## src/rtl/hazard_scoreboard_pkg.sv

```systemverilog
// rtl/hazard_scoreboard_pkg.sv - shared core defines for the hazard scoreboard
package hazard_scoreboard_pkg;

  localparam int NREG_DEF         = 32;
  localparam int AW_DEF           = 5;
  localparam int NSRC_DEF         = 2;
  localparam int MAX_INFLIGHT_DEF = 4;

  // Register x0 is hardwired: it is never pending, never hazards, never forwards.
  localparam int ZERO_REG = 0;

  // Saturating 16-bit increment used for the stall statistics counter.
  function automatic logic [15:0] sat_inc16(input logic [15:0] v);
    return (v == 16'hFFFF) ? v : v + 16'd1;
  endfunction

endpackage

```

## src/rtl/hazard_scoreboard_sb_src_check.sv

```systemverilog
// rtl/hazard_scoreboard_sb_src_check.sv - RAW / forward decision for one source operand
module sb_src_check
  import hazard_scoreboard_pkg::*;
#(
  parameter int NREG = NREG_DEF,
  parameter int AW   = AW_DEF
) (
  input  logic            src_use,
  input  logic [AW-1:0]   src_addr,
  input  logic [NREG-1:0] busy_vec,
  input  logic            wb_valid,
  input  logic [AW-1:0]   wb_rd,
  output logic            raw,
  output logic            fwd
);

  logic live;
  logic wb_match;

  // A pending source either stalls or, if its writer retires this cycle, takes the bypass.
  always_comb begin
    live     = src_use & (src_addr != AW'(ZERO_REG)) & busy_vec[src_addr];
    wb_match = wb_valid & (wb_rd == src_addr);
    raw      = live & ~wb_match;
    fwd      = live & wb_match;
  end

endmodule

```

## src/rtl/hazard_scoreboard.sv

```systemverilog
// rtl/hazard_scoreboard.sv - register write scoreboard with RAW/WAW/full stall and bypass select
module hazard_scoreboard
  import hazard_scoreboard_pkg::*;
#(
  parameter int NREG         = NREG_DEF,
  parameter int AW           = AW_DEF,
  parameter int NSRC         = NSRC_DEF,
  parameter int MAX_INFLIGHT = MAX_INFLIGHT_DEF
) (
  input  logic                               clk,
  input  logic                               rst_n,
  input  logic                               flush,
  input  logic                               iss_valid,
  output logic                               iss_ready,
  input  logic                               iss_we,
  input  logic [AW-1:0]                      iss_rd,
  input  logic [NSRC*AW-1:0]                 iss_src,
  input  logic [NSRC-1:0]                    iss_src_use,
  input  logic                               wb_valid,
  input  logic [AW-1:0]                      wb_rd,
  output logic                               stall,
  output logic [NSRC-1:0]                    fwd_sel,
  output logic [NREG-1:0]                    busy_vec,
  output logic [$clog2(MAX_INFLIGHT+1)-1:0]  inflight,
  output logic [15:0]                        stall_cnt
);

  localparam int IW = $clog2(MAX_INFLIGHT + 1);
  localparam logic [IW-1:0] MAX_V = IW'(MAX_INFLIGHT);

  logic [NREG-1:0] busy_q, busy_d;
  logic [IW-1:0]   inflight_q, inflight_d;
  logic [15:0]     stall_cnt_q, stall_cnt_d;

  logic [NSRC-1:0] raw_vec;
  logic            rd_nz;
  logic            wb_hit;
  logic            waw;
  logic            full;
  logic            do_set;

  // One RAW/forward checker per source read port.
  for (genvar i = 0; i < NSRC; i++) begin : g_src
    sb_src_check #(
      .NREG (NREG),
      .AW   (AW)
    ) u_chk (
      .src_use  (iss_src_use[i]),
      .src_addr (iss_src[i*AW +: AW]),
      .busy_vec (busy_q),
      .wb_valid (wb_valid),
      .wb_rd    (wb_rd),
      .raw      (raw_vec[i]),
      .fwd      (fwd_sel[i])
    );
  end

  // Zero-latency issue decision from the current scoreboard and this cycle's writeback.
  always_comb begin
    rd_nz     = (iss_rd != AW'(ZERO_REG));
    wb_hit    = wb_valid & busy_q[wb_rd];
    waw       = iss_we & rd_nz & busy_q[iss_rd] & ~(wb_hit & (wb_rd == iss_rd));
    full      = (inflight_q == MAX_V) & ~wb_hit;
    stall     = iss_valid & ~flush & ((|raw_vec) | waw | (iss_we & full));
    iss_ready = ~stall;
    do_set    = iss_valid & ~stall & iss_we & rd_nz;
  end

  // Next scoreboard state: clear on writeback, set on issue (set wins), flush overrides both.
  always_comb begin
    busy_d      = busy_q;
    inflight_d  = inflight_q;
    stall_cnt_d = stall ? sat_inc16(stall_cnt_q) : stall_cnt_q;
    if (wb_hit) busy_d[wb_rd] = 1'b0;
    if (do_set) busy_d[iss_rd] = 1'b1;
    if (do_set && !wb_hit) begin
      inflight_d = inflight_q + IW'(1);
    end else if (!do_set && wb_hit) begin
      inflight_d = inflight_q - IW'(1);
    end
    if (flush) begin
      busy_d     = '0;
      inflight_d = '0;
    end
  end

  // State registers; reset discards every pending write and the stall statistics.
  always_ff @(posedge clk or negedge rst_n) begin
    if (!rst_n) begin
      busy_q      <= '0;
      inflight_q  <= '0;
      stall_cnt_q <= '0;
    end else begin
      busy_q      <= busy_d;
      inflight_q  <= inflight_d;
      stall_cnt_q <= stall_cnt_d;
    end
  end

  assign busy_vec  = busy_q;
  assign inflight  = inflight_q;
  assign stall_cnt = stall_cnt_q;

endmodule

```

## config.mk

```make
export PLATFORM = sky130hd
export DESIGN_NAME = hazard_scoreboard
export DESIGN_NICKNAME = d
export VERILOG_FILES = /design/src/rtl/hazard_scoreboard_pkg.sv /design/src/rtl/hazard_scoreboard_sb_src_check.sv /design/src/rtl/hazard_scoreboard.sv
export SDC_FILE = /design/constraint.sdc
export NUM_CORES = 1
export LEC_CHECK = 0
export ABC_CLOCK_PERIOD_IN_PS = 3700
export CAP_MARGIN = 20
export CORE_UTILIZATION = 40
export CTS_CLUSTER_DIAMETER = 50
export DETAILED_ROUTE_END_ITERATION = 7
export HOLD_SLACK_MARGIN = 0.06
export MAX_ROUTING_LAYER = met4
export PLACE_DENSITY = 0.69
export SLEW_MARGIN = 20
export SYNTH_ARGS = -nofsm -noshare
export SYNTH_HDL_FRONTEND = slang
export SYNTH_SLANG_ARGS = --single-unit
```

## constraint.sdc

```tcl
create_clock -name clk -period 3.7 [get_ports clk]
set_clock_uncertainty 0.15 [all_clocks]
set_input_delay 0.37 -clock clk [delete_from_list [all_inputs] [get_ports clk]]
set_output_delay 0.37 -clock clk [all_outputs]
set_load 0.005 [all_outputs]
```

### Word-level counts from Yosys, hierarchy flattened

Index checks and enable logic that the tools add are counted.

| word-level totals | value |
|---|---|
| register bits | 51 |
| output and inout port bits | 55 |
| logic and storage cells | 81 |

| cells by class | value |
|---|---|
| $add $sub $neg | 3 |
| order comparisons | 6 |
| eq/ne operators | 5 |
| muxes and demuxes | 18 |
| bitwise operators | 34 |
| reductions and logical operators | 12 |

Operators with widths:

| cell | count |
|---|---|
| two-way mux 32 bit | 3 |
| bitwise AND 32 bit | 1 |
| inverter 32 bit | 1 |
| OR 32 bit | 1 |
| less-than comparator 5 x 6 -> 1 bit, second input constant | 4 |
| bitwise AND 1 bit | 22 |
| binary-select mux 1 bit (select 5 bit) | 4 |
| adder 16 x 1 -> 16 bit, second input constant | 1 |
| == test 16 bit, second input constant | 1 |
| == test 5 bit | 3 |
| nonzero test 5 bit | 3 |
| demux 1 bit (select 5 bit) | 2 |
| greater-or-equal comparator 5 x 1 -> 1 bit, second input constant | 2 |
| two-way mux 3 bit | 3 |
| inverter 1 bit | 7 |
| two-way mux 1 bit | 6 |
| logical AND 1 bit | 4 |
| adder 3 x 1 -> 3 bit, second input constant | 1 |
| == test 3 bit, second input constant | 1 |
| nonzero test 3 bit | 1 |
| subtractor 3 x 1 -> 3 bit, second input constant | 1 |
| logical NOT 1 bit | 2 |
| OR 1 bit | 2 |
| AND reduction 2 bit | 1 |
| OR reduction 2 bit | 1 |

### Depth between registers and ports, before layout

| depth | value |
|---|---|
| depth in word-level cells | 18 |
| depth in mapped cells | 14 |

### By module

From an unflattened synthesis, not the netlist that was laid out.

| unflattened totals | value |
|---|---|
| cell total of the unflattened synthesis | 432 |
| area, all modules | 4,225.3 sq um |

By module, submodules not included:

| module | times used | cells each | area each (sq um) | seq. area each (sq um) |
|---|---|---|---|---|
| hazard_scoreboard | 1 | 362 | 3,412.0 | 1,276.2 |
| sb_src_check | 2 | 35 | 406.6 | 0.0 |

### Least setup slack after synthesis

OpenSTA, ideal clock, no wires.

| timing path | value |
|---|---|
| path type | input to register |
| from | input port iss_src[7] |
| to | register inflight_q[1], in the netlist inflight[1] |
| setup time | 0.099 ns |
| data arrival time | 3.287 ns |
| slack | 0.163 ns |
| cell stages on the path | 11 |
| buffers on the path | 1 |
| cell sequence | clkbuf_1 mux4_2 a32o_1 a211o_1 nor4bb_1 a2111o_1 or4_1 inv_1 fa_1 a21boi_0 a311oi_1 |

| on the way | value |
|---|---|
| cells in the longest elaborated chain, start to end | 15 |
| elaborated cells on any way between the ends | 23 |

RTL lines:

| item | RTL line | source |
|---|---|---|
| from (decl) | hazard_scoreboard.sv:17 | `input logic [NSRC*AW-1:0] iss_src,` |
| binary-select mux 1 bit (select 5 bit), or another cell as far along | hazard_scoreboard_sb_src_check.sv:22 | `live = src_use & (src_addr != AW'(ZERO_REG)) & busy_vec[src_addr];` |
| two-way mux 1 bit (not written as such), or another cell as far along | hazard_scoreboard_sb_src_check.sv:22 |  |
| bitwise AND 1 bit or inverter 1 bit (tied branches) | hazard_scoreboard_sb_src_check.sv:22, hazard_scoreboard_sb_src_check.sv:24 |  |
| bitwise AND 1 bit * | hazard_scoreboard_sb_src_check.sv:24 | `raw = live & ~wb_match;` |
| OR reduction 2 bit * | hazard_scoreboard.sv:64 | `stall = iss_valid & ~flush & ((\|raw_vec) \| waw \| (iss_we & full));` |
| OR 1 bit * (2 in series) | hazard_scoreboard.sv:64 |  |
| bitwise AND 1 bit * | hazard_scoreboard.sv:64 |  |
| inverter 1 bit * | hazard_scoreboard.sv:66 | `do_set = iss_valid & ~stall & iss_we & rd_nz;` |
| bitwise AND 1 bit * (3 in series) | hazard_scoreboard.sv:66 |  |
| logical AND 1 bit or logical NOT 1 bit (tied branches) | hazard_scoreboard.sv:76, hazard_scoreboard.sv:78 |  |
| two-way mux 3 bit or logical AND 1 bit (tied branches) | hazard_scoreboard.sv:76, hazard_scoreboard.sv:78 |  |
| two-way mux 3 bit or nonzero test 3 bit (tied branches) | n/a |  |
| to (signal assigned) | hazard_scoreboard.sv:95 | `inflight_q <= inflight_d;` |
| to (decl) | hazard_scoreboard.sv:32 | `logic [IW-1:0] inflight_q, inflight_d;` |

Every way passes the cells marked *; elsewhere a longest branch is shown, timed or not. The select of a mux whose other input is x is not followed.
A chain may end at the register's enable or synchronous reset.

### Worst setup path in the final report

| timing path | value |
|---|---|
| from | register busy_q[14], in the netlist busy_vec[14] |
| to | register inflight_q[1], in the netlist inflight[1] |

| on the way | value |
|---|---|
| cells in the longest elaborated chain, start to end | 16 |
| elaborated cells on any way between the ends | 35 |

RTL lines:

| item | RTL line | source |
|---|---|---|
| from (decl) | hazard_scoreboard.sv:31 | `logic [NREG-1:0] busy_q, busy_d;` |
| from (signal assigned) | hazard_scoreboard.sv:94 | `busy_q <= busy_d;` |
| binary-select mux 1 bit (select 5 bit) | hazard_scoreboard.sv:61 | `wb_hit = wb_valid & busy_q[wb_rd];` |
| two-way mux 1 bit (not written as such) | hazard_scoreboard.sv:61 |  |
| bitwise AND 1 bit | hazard_scoreboard.sv:61 |  |
| bitwise AND 1 bit | hazard_scoreboard.sv:62 | `waw = iss_we & rd_nz & busy_q[iss_rd] & ~(wb_hit & (wb_rd == iss_rd));` |
| inverter 1 bit | hazard_scoreboard.sv:62 |  |
| bitwise AND 1 bit | hazard_scoreboard.sv:62 |  |
| OR 1 bit (2 in series) | hazard_scoreboard.sv:64 |  |
| bitwise AND 1 bit | hazard_scoreboard.sv:64 |  |
| inverter 1 bit | hazard_scoreboard.sv:66 |  |
| bitwise AND 1 bit (3 in series) | hazard_scoreboard.sv:66 |  |
| logical AND 1 bit or logical NOT 1 bit (tied branches) | hazard_scoreboard.sv:76, hazard_scoreboard.sv:78 |  |
| two-way mux 3 bit or logical AND 1 bit (tied branches) | hazard_scoreboard.sv:76, hazard_scoreboard.sv:78 |  |
| two-way mux 3 bit or nonzero test 3 bit (tied branches) | n/a |  |

Parallel ways exist; a longest one is shown, timed or not. The select of a mux whose other input is x is not followed.

==> results by stage <==
Timing:
- The worst path uses a little over nine tenths of the clock period.
- The final hold violation count is 0.
- For the pin with the worst max-slew slack, the measured transition is approximately 0.63 ns.
- After routing, the total negative slack on setup checks comes to 0 ns.
- The highest achievable clock rate is around 0.28 GHz.
- Setup repair after global routing could not meet its margin everywhere.
- Setup violations remaining at the end of the flow were counted as 0.
- In this run the tightest slew margin relative to its limit is 58.1%.
- Counting I/O delays and the setup requirement, the final critical path takes between 3 and 4 ns.
- The tightest hold path in the finished design has a slack of around 0.35 ns.
- The total count of max-transition violations in the final report is 0.

Finish:
- Cells with a size suffix above 1 make up 28.8% of the layout.
- The post-synthesis to final-layout area growth is 44.8%.
- The post-route core utilization is 60.1%.
- The number of nets in the final layout is just over 600.
- 0 antenna diodes ended up in the layout.
- The cell area after layout is between 5000 and 6000 um^2.

Synth:
- The synthesized netlist devotes under 10% of its cell area to XOR and XNOR gates.
- By instance count, the leading cell after synthesis is sky130_fd_sc_hd__dfrtp_1.
- The combinational family with the most area after synthesis is compound AO/OA/AOI/OAI gates.
- By area the synthesized netlist is led by sky130_fd_sc_hd__dfrtp_1 31%, sky130_fd_sc_hd__mux4_2 9.4%, sky130_fd_sc_hd__mux2i_1 6.9%.
- Synthesis inferred 51 register bits.
- The synthesized netlist devotes between 10% and 20% of its cell area to simple gates.
- The post-synthesis instance area is between 4000 and 5000 um^2.
- Counting every net in the synthesized netlist gives approximately 440.
- For this run, the leading register cell type out of synthesis is sky130_fd_sc_hd__dfrtp_1.
- The mean instance size in the synthesized netlist is roughly 10 um^2.
- The share of synthesized area in the top cell type comes to 31.3%.
- The number of flops mapped to enable cells by yosys is 0.
- Yosys printed 0 warnings.
- After synthesis, the most frequently instantiated cells are 51 x sky130_fd_sc_hd__dfrtp_1, 28 x sky130_fd_sc_hd__mux2i_1, 27 x sky130_fd_sc_hd__o21ai_0.
- The multiplexer share of the synthesized area is between 15 and 20%.
- The share of the synthesized area in compound gates (AO/OA/AOI/OAI) is just under 20%.
- For this run, asynchronously set or reset flops after synthesis account for 100%.
- The proportion of synthesized chip area in sequential cells is ~31%.
- The biggest area contributor in the post-synthesis netlist is sky130_fd_sc_hd__dfrtp_1.
- The adder-cell share of the synthesized area is less than 1%.
- The count of unique library cells instantiated by Yosys is 72.
- Synthesis produced a netlist whose cell count is slightly above 400.

Die:
- In this run the horizontal extent of the chip is approximately 100 um.
- During I/O placement, the number of pins put on the boundary was 83.
- After floorplanning, the core was sized to cover around 9800 um^2.
- For this configuration, the core starts out at a cell density of 41.5%.
- From bottom edge to top edge, the die measures between 100 and 150 um.
- The die covers 10600 um^2.
- The floorplan row count is 36.

Detailed routing:
- For this run, the detailed router's first-pass iteration total came to 5.
- In this run, the number of DRC markers left after iteration 0 of detailed routing was 385.
- The wire length per cell after detailed routing is between 20 and 25 um.
- The DRC violation count after routing is 0.
- The routed design has about 15000 um of wire.
- In this run the remaining antenna-violating nets after routing total 0.
- The number of vias after detailed routing is ~4300.
- After detailed routing, the number of vias per cell comes to a little over 6.

Placed design:
- The area of placed instances is about 5700 um^2.
- Port buffering added approximately 80 buffers.
- The placed wire-length estimate is 11600 um.
- Routability-driven placement finished with a final weighted congestion of about 1.1.

Job:
- Across the run, the number of max-cap violations was 0.

Global routing:
- The maximum number of pins on one net before global-route repair is 28.
- The sum of overflow across all layers after global routing is 0.
- The overall track demand over capacity in global routing is between 30% and 40%.
- The number of global-route vias before repair came to approximately 4200.
- The first global-routing pass estimated 23400 um of wire.
- The initial antenna violation count is 0.

Critical path:
- Data arrives at the worst endpoint at 3.70 ns.
- The setup slack of the worst register-to-register path is 0.07 ns.
- The setup path with the least slack is of type reg -> reg.
- The worst setup path is captured at a flop.
- The required time of the critical path is 3.77 ns.
- Counting cells, the worst reg-to-reg path comes to 10.
- STA classifies the critical path startpoint as a flop.
- The top fanout value on the critical path is 4.

Pwr:
- The power per unit of standard cell area is ~240 nW/um^2.
- The maximum resistive drop on vdd is roughly 270 uV.
- Summed over all cells, the static leakage comes to ~0.0025 uW.

CTS:
- The total clock sinks is 51.
- CTS built an H-tree with a depth of 2.
- TritonCTS built the clock tree.
- The buffer type at the clock tree root is sky130_fd_sc_hd__clkbuf_8.
- The TritonCTS buffer count is 5.
- Clock latency on the worst-skew pair, taken at its later pin, is ~0.31 ns.
- The clock-pin transition on the worst setup and hold timing paths is 0.10 ns.
- The clock passes through at most 2 buffers.

Run status:
- The run finished with clean final reports.

Worst hold path:
- The cell depth of the worst hold path is 1.
- The worst hold path belongs to the class reg -> reg.
[routing by layer]
metal	part of all wire [%]	routed length [um]	global-route usage (%)
met2	44	6760	44.5
met3	10	1600	7.53
met5	0	0	-
met4	3.4	517	9.75
met1	42	6470	41.8
[cells by family after synthesis]
kind of cell,Yosys count
mux,52
flops,51
compound gates,106
buf+inv,46
xor+xnor,30
fa+ha+maj,2
simple gates,125
[cells in the final DEF (no fill, tap or decap), drive strengths merged, types with 15 or more instances in the layout]
master         count
mux4              17
o21ai             31
buf              107
mux2i             28
nand3             15
nand2             21
xor2              21
clkdlybuf4s50     72
dfrtp             51
o22ai             16
[area by class of cell]
| cell class | instances | area (um^2) |
|---|---|---|
| inverters | 13 | 48.8 |
| flip-flops and latches | 51 | 1280 |
| repair buffers | 189 | 1680 |
| well taps | 133 | 166 |
| fillers | 892 | 3920 |
| clock buffers | 6 | 72.6 |
| clock inverters | 2 | 12.5 |
| multi-input cells | 315 | 2640 |
[report_power, final]
part,internal [uW],total (uW),switching (uW)
logic,228,424,196
registers,593,639,46.0
clock network,133,332,199
[critical path, stage by stage (launching register included)]
cell	delay [ns]
sky130_fd_sc_hd__dfrtp_2	0.47
sky130_fd_sc_hd__mux4_2	0.47
sky130_fd_sc_hd__a32o_1	0.24
sky130_fd_sc_hd__a211o_1	0.26
sky130_fd_sc_hd__nor4bb_4	0.18
sky130_fd_sc_hd__a2111o_1	0.42
sky130_fd_sc_hd__or4_4	0.55
sky130_fd_sc_hd__inv_2	0.07
sky130_fd_sc_hd__fa_1	0.38
sky130_fd_sc_hd__a21boi_2	0.16
sky130_fd_sc_hd__a311oi_1	0.20
[final timing paths]
check | end | startpoint
worst min-delay path | stall_cnt[10]$_DFFE_PN0P_ | stall_cnt[10]$_DFFE_PN0P_
min in group asynchronous | busy_vec[20]$_DFF_PN0_ | rst_n
worst min register to register | stall_cnt[10]$_DFFE_PN0P_ | stall_cnt[10]$_DFFE_PN0P_
max in group asynchronous | stall_cnt[4]$_DFFE_PN0P_ | rst_n
worst max-delay path | inflight[1]$_DFFE_PN0P_ | busy_vec[14]$_DFF_PN0_
worst max register to register | inflight[1]$_DFFE_PN0P_ | busy_vec[14]$_DFF_PN0_
[flip-flops by register name (all words and copies together) (netlist names)]
| signal | count |
|---|---|
| inflight | 3 |
| busy_vec | 32 |
| stall_cnt | 16 |
[metrics by stage]
stage	power, uW	cells	worst slack, ns
after global routing	1460	709	-0.0389
after detailed placement	1050	692	-0.501
after floorplan	828	412	0.163
after global placement	1040	692	-0.448
final	1390	709	0.0692
after CTS	1380	702	-0.0271
[what timing repair did]
action / CTS / global route
hold endpoints to repair: 24 / 0
gates resized for setup: 5 / 29
pin swaps: 2 / 12
endpoints found under the setup margin: 4 / 4
hold buffers: 1 / 0
setup buffers: 1 / 7
Power figures use the tool's default switching activity.
